--- config.mk ---
export PLATFORM = sky130hd
export DESIGN_NAME = ws2812b_pixel_assembler
export DESIGN_NICKNAME = d
export VERILOG_FILES = /design/src/rtl/ws2812b_pixel_assembler.sv
export SDC_FILE = /design/constraint.sdc
export NUM_CORES = 1
export LEC_CHECK = 0
export CAP_MARGIN = 5
export CORE_ASPECT_RATIO = 0.9
export CORE_MARGIN = 2
export CORE_UTILIZATION = 28
export DETAILED_ROUTE_END_ITERATION = 8
export GPL_ROUTABILITY_DRIVEN = 1
export PLACE_DENSITY = 0.45
export SLEW_MARGIN = 20
export SYNTH_ARGS = -nofsm -noshare
export SYNTH_HDL_FRONTEND = slang
export SYNTH_SLANG_ARGS = --single-unit
--- constraint.sdc ---
create_clock -name clk -period 6.5 [get_ports clk]
set_input_delay 0.975 -clock clk [delete_from_list [all_inputs] [get_ports clk]]
set_output_delay 0.975 -clock clk [all_outputs]
set_load 0.01 [all_outputs]
--- src/rtl/ws2812b_pixel_assembler.sv ---
// WS2812B pixel assembler: packs decoded bits into 24-bit GRB pixels, numbers them per frame,
// detects the latch gap and captures one selected pixel. Optional: `WS2812B_PARTIAL_ERR_EN.
module ws2812b_pixel_assembler #(
  parameter int unsigned IDX_W = 8
) (
  input  logic             clk,
  input  logic             reset,
  input  logic             bit_valid,
  input  logic             bit_value,
  input  logic [15:0]      gap_cycles,
  input  logic [IDX_W-1:0] led_select,
  output logic             pixel_valid,
  output logic [23:0]      pixel_grb,
  output logic [IDX_W-1:0] pixel_index,
  output logic             frame_done,
  output logic [IDX_W-1:0] frame_pixels,
  output logic             idx_overflow,
  output logic [23:0]      sel_grb,
  output logic             sel_update,
  output logic             partial_err
);

  localparam logic [0:0]       S_IDLE    = 1'b0;
  localparam logic [0:0]       S_RECEIVE = 1'b1;
  localparam logic [IDX_W-1:0] IDX_MAX   = '1;

  logic [0:0]       state_q, state_d;
  logic [22:0]      shreg_q, shreg_d;
  logic [4:0]       bit_cnt_q, bit_cnt_d;
  logic [IDX_W-1:0] idx_q, idx_d;
  logic [15:0]      idle_cnt_q, idle_cnt_d;
  logic             pixel_valid_q, pixel_valid_d;
  logic [23:0]      pixel_grb_q, pixel_grb_d;
  logic [IDX_W-1:0] pixel_index_q, pixel_index_d;
  logic             frame_done_q, frame_done_d;
  logic [IDX_W-1:0] frame_pixels_q, frame_pixels_d;
  logic             idx_overflow_q, idx_overflow_d;
  logic [23:0]      sel_grb_q, sel_grb_d;
  logic             sel_update_q, sel_update_d;
  logic [15:0]      gap_thresh;
`ifdef WS2812B_PARTIAL_ERR_EN
  logic             partial_err_q, partial_err_d;
`endif

  // idle_cnt holds (idle cycles - 1) while counting, so the gap completes when it reaches gap-1;
  // a zero gap behaves as one.
  assign gap_thresh = (gap_cycles == 16'd0) ? 16'd0 : gap_cycles - 16'd1;

  always_comb begin
    state_d        = state_q;
    shreg_d        = shreg_q;
    bit_cnt_d      = bit_cnt_q;
    idx_d          = idx_q;
    idle_cnt_d     = idle_cnt_q;
    pixel_valid_d  = 1'b0;
    pixel_grb_d    = pixel_grb_q;
    pixel_index_d  = pixel_index_q;
    frame_done_d   = 1'b0;
    frame_pixels_d = frame_pixels_q;
    idx_overflow_d = idx_overflow_q;
    sel_grb_d      = sel_grb_q;
    sel_update_d   = 1'b0;
`ifdef WS2812B_PARTIAL_ERR_EN
    partial_err_d  = 1'b0;
`endif
    if (bit_valid) begin
      state_d    = S_RECEIVE;
      idle_cnt_d = '0;
      shreg_d    = {shreg_q[21:0], bit_value};
      if (bit_cnt_q == 5'd23) begin
        bit_cnt_d     = '0;
        pixel_valid_d = 1'b1;
        pixel_grb_d   = {shreg_q, bit_value};
        pixel_index_d = idx_q;
        if (idx_q == led_select) begin
          sel_grb_d    = {shreg_q, bit_value};
          sel_update_d = 1'b1;
        end
        if (idx_q == IDX_MAX) begin
          idx_overflow_d = 1'b1;
        end else begin
          idx_d = idx_q + 1'b1;
        end
      end else begin
        bit_cnt_d = bit_cnt_q + 5'd1;
      end
    end else if (state_q == S_RECEIVE) begin
      if (idle_cnt_q >= gap_thresh) begin
        frame_done_d   = 1'b1;
        frame_pixels_d = idx_q;
        idx_d          = '0;
        bit_cnt_d      = '0;
        shreg_d        = '0;
        idx_overflow_d = 1'b0;
        idle_cnt_d     = '0;
        state_d        = S_IDLE;
`ifdef WS2812B_PARTIAL_ERR_EN
        partial_err_d  = (bit_cnt_q != 5'd0);
`endif
      end else if (idle_cnt_q != '1) begin
        idle_cnt_d = idle_cnt_q + 16'd1;
      end
    end
  end

  always_ff @(posedge clk) begin
    if (reset) begin
      state_q        <= S_IDLE;
      shreg_q        <= '0;
      bit_cnt_q      <= '0;
      idx_q          <= '0;
      idle_cnt_q     <= '0;
      pixel_valid_q  <= 1'b0;
      pixel_grb_q    <= '0;
      pixel_index_q  <= '0;
      frame_done_q   <= 1'b0;
      frame_pixels_q <= '0;
      idx_overflow_q <= 1'b0;
      sel_grb_q      <= '0;
      sel_update_q   <= 1'b0;
`ifdef WS2812B_PARTIAL_ERR_EN
      partial_err_q  <= 1'b0;
`endif
    end else begin
      state_q        <= state_d;
      shreg_q        <= shreg_d;
      bit_cnt_q      <= bit_cnt_d;
      idx_q          <= idx_d;
      idle_cnt_q     <= idle_cnt_d;
      pixel_valid_q  <= pixel_valid_d;
      pixel_grb_q    <= pixel_grb_d;
      pixel_index_q  <= pixel_index_d;
      frame_done_q   <= frame_done_d;
      frame_pixels_q <= frame_pixels_d;
      idx_overflow_q <= idx_overflow_d;
      sel_grb_q      <= sel_grb_d;
      sel_update_q   <= sel_update_d;
`ifdef WS2812B_PARTIAL_ERR_EN
      partial_err_q  <= partial_err_d;
`endif
    end
  end

  assign pixel_valid  = pixel_valid_q;
  assign pixel_grb    = pixel_grb_q;
  assign pixel_index  = pixel_index_q;
  assign frame_done   = frame_done_q;
  assign frame_pixels = frame_pixels_q;
  assign idx_overflow = idx_overflow_q;
  assign sel_grb      = sel_grb_q;
  assign sel_update   = sel_update_q;
`ifdef WS2812B_PARTIAL_ERR_EN
  assign partial_err  = partial_err_q;
`else
  assign partial_err  = 1'b0;
`endif

endmodule
==> out/qor.yml <==
status: "finished clean"
io_buffers: 95
ys.flop_type: "dfxtp_1"
p_per_area_nw_per_um2: 254
placedCellCount: 914
diodes: 0
cts_setup_buffers: 0
ir_drop_mv: 0.162
slowest_delay_ns: 0.79
die_area_sq_um: 20500
fmax_mhz: 200
path_clk_slew_ns: 0.06
setup_violations: 0
drv_slew: 0
report.power.total_uw: 1820
r2r_end: "frame_pixels[5]"
drive_above_1_share: 0.0848
max-slew-margin-rel: 0.368
ant_nets: 0
regArea_sq_um: 2420
cp-start-kind: "input port"
finalCritPeriodShare: 0.769
drc: 0
synth_seq_area_share: 0.446
finClkSkew_ns: 0.0111
layout.nets: 732
drtIter0Drc: 296
synthCells: 602
synth-seq-cells: 121
cts_tree: "yes"
cp-endpoint: "frame_pixels[5]"
grt_pass1_wl_um: 23900
fillers: 1934
multi_input_comb_area_sq_um: 2790
grt-ovfl-total: 0
dr_total_vias: 4645
min_period_ns: 5.00
syn_area_sq_um: 5430
die_h_um: 136
rsz0062_at_grt: "false"
finalHoldViolCount: 0
utilization: 0.375
synth.distinct_cells: 65
gp_congestion: 0.831
initial_core_util: 0.284
synth.avg_cell_area_sq_um: 9.02
cp.arrival_ns: 5.27
wl_per_cell_um: 15.3
cp-startpoint: "gap_cycles[3]"
async_flop_share: 0
synth_top_area_frac: 0.446
cp_slowest_cell: "o311a_1"
crit_path_end_kind: "flip-flop"
synth_area_leaders: "dfxtp_1 (45%), nand2_1 (7.5%), a22o_1 (6.9%)"
reg2reg_from: "idle_cnt_q[13]"
worst-setup-path-type: "input port to flip-flop"
reg2reg_slack_ns: 3.72
dpl.hpwl_um: 10000
cts_hold_buf: 0
setup_tns_ns: 0
core_area_sq_um: 19100
hp-class: "flip-flop to flip-flop"
rr_worst_depth: 7
h-tree-depth: 4
clock_latency_ns: 0.42
grt_max_degree: 62
grtUsageTotal: 0.148
tightest_slew_ns: 0.946
syn_nets: 651
vias_per_cell: 4.91
cap_violations: 0
total_leakage_power_uw: 0.00259
die_width_um: 151
cts_buffers: 17
grt_pass1_vias: 4605
required_ns: 6.77
antenna_found_initial: 0
yosys_warnings: 0
num_io_pins: 97
crit_fanout: 17
cp_cell_sequence: "clkdlybuf4s50_1, nor3_1, nand2_1, nor4_1, and4bb_2, xor2_1, nand2_1, ha_1, nand4_1, nor3_1, nor4b_4, o311a_1, mux2i_1, nor2_1"
clock_sinks: 121
wl_um: 14500
num_rows: 48
instances_no_fill: 946
clock_path_buffers: 2
synth-edff-count: 0
postCtsResizedCells: 0
first_pass_iters: 4
syn_to_final_growth_pct: 32.0
root_buffer: "clkbuf_16"
synth_top_cell_by_area: "dfxtp_1"
-- worst min path at each step --
stage | startpoint | endpoint | slack (ns) | cells past startpoint
after detailed placement | pixel_grb[8] | pixel_grb[8] | 0.45 | 2
after floorplan | bit_cnt_q[4] | bit_cnt_q[4] | 0.43 | 1
final | pixel_grb[17] | pixel_grb[17] | 0.45 | 2
after global routing | pixel_grb[16] | pixel_grb[16] | 0.47 | 2
after CTS | pixel_grb[17] | pixel_grb[17] | 0.46 | 2
after global placement | pixel_grb[1] | pixel_grb[1] | 0.45 | 2
-- cell type report --
class | instances | share of cell area
clock inverters | 12 | 0.0225
multi-input cells | 433 | 0.388
inverters | 10 | 0.00524
well taps | 250 | 0.0436
flip-flops and latches | 121 | 0.338
repair buffers | 100 | 0.137
clock buffers | 20 | 0.0651
-- placed cells by master, fill, tap and decap left out, types with 4 or more instances in the layout --
master,instances
xor2_1,19
or3_1,5
inv_1,9
o21a_1,4
buf_4,5
xnor2_1,7
nand3_1,16
nor3_1,15
ha_1,21
nand4_1,9
nor4_1,7
nor2_1,35
clkbuf_16,17
o21ai_0,11
or2_2,4
clkdlybuf4s50_1,94
a21oi_1,52
a22o_1,43
nand2_1,109
dfxtp_1,121
mux2i_1,14
-- synthesized netlist by cell type (all sizes together) (5+ instances only) --
master / n
nor2: 39
xnor2: 7
xor2: 19
or3: 5
a22o: 43
nand3: 17
ha: 21
nand2: 109
nor3: 17
clkbuf: 21
dfxtp: 121
nand4: 9
o21ai: 11
nor4: 7
mux2i: 14
inv: 9
buf: 17
a21oi: 52
-- per-stage QoR --
step	hold WS (ns)	cell area, sq um	worst slack, ns
2_1_floorplan	0.430	5430	2.45
3_3_place_gp	0.447	6540	1.23
3_5_place_dp	0.450	6540	1.03
4_1_cts	0.458	7160	1.47
5_1_grt	0.471	7170	1.09
6_report	0.452	7170	1.50
-- worst max-delay path, delay by kind of cell --
family | cells | cell delay [ns]
adder cells (fa/ha/maj) | 1 | 0.31
AO/OA/AOI/OAI | 1 | 0.79
AND/OR/NAND/NOR | 9 | 2.31
buffers and inverters | 1 | 0.48
multiplexers | 1 | 0.26
XOR/XNOR | 1 | 0.15
-- power breakdown --
group | total [uW] | internal, uW | switching, uW
Clock | 991 | 637 | 354
Combinational | 81.9 | 34.8 | 47.1
Sequential | 750 | 745 | 5.01
-- layer usage --
layer | track usage | up-vias | share of wire
met2 | 0.223 | 111 | 0.43
met3 | 0.0423 | 8 | 0.057
met1 | 0.206 | 2208 | 0.50
li1 | - | 2318 | -
met4 | 0.0441 | 0 | 0.0088
met5 | 0 | - | 0
-- cells by family after synthesis --
| kind of cell | Yosys count | synth area share |
|---|---|---|
| AND/OR/NAND/NOR | 232 | 0.208 |
| AO/OA/AOI/OAI | 139 | 0.184 |
| flip-flops | 121 | 0.446 |
| buffers and inverters | 48 | 0.0449 |
| XOR/XNOR | 26 | 0.0419 |
| adder cells (fa/ha/maj) | 21 | 0.0484 |
| multiplexers | 14 | 0.0258 |
| other | 1 | 0.000690 |
-- flip-flops by register name (all words and copies together), names as in the netlist, 5 cells and up --
name / count
bit_cnt_q: 5
frame_pixels: 8
idle_cnt_q: 16
idx_q: 8
pixel_grb: 24
pixel_index: 8
sel_grb: 24
shreg_q: 23
Power figures use the tool's default switching activity.
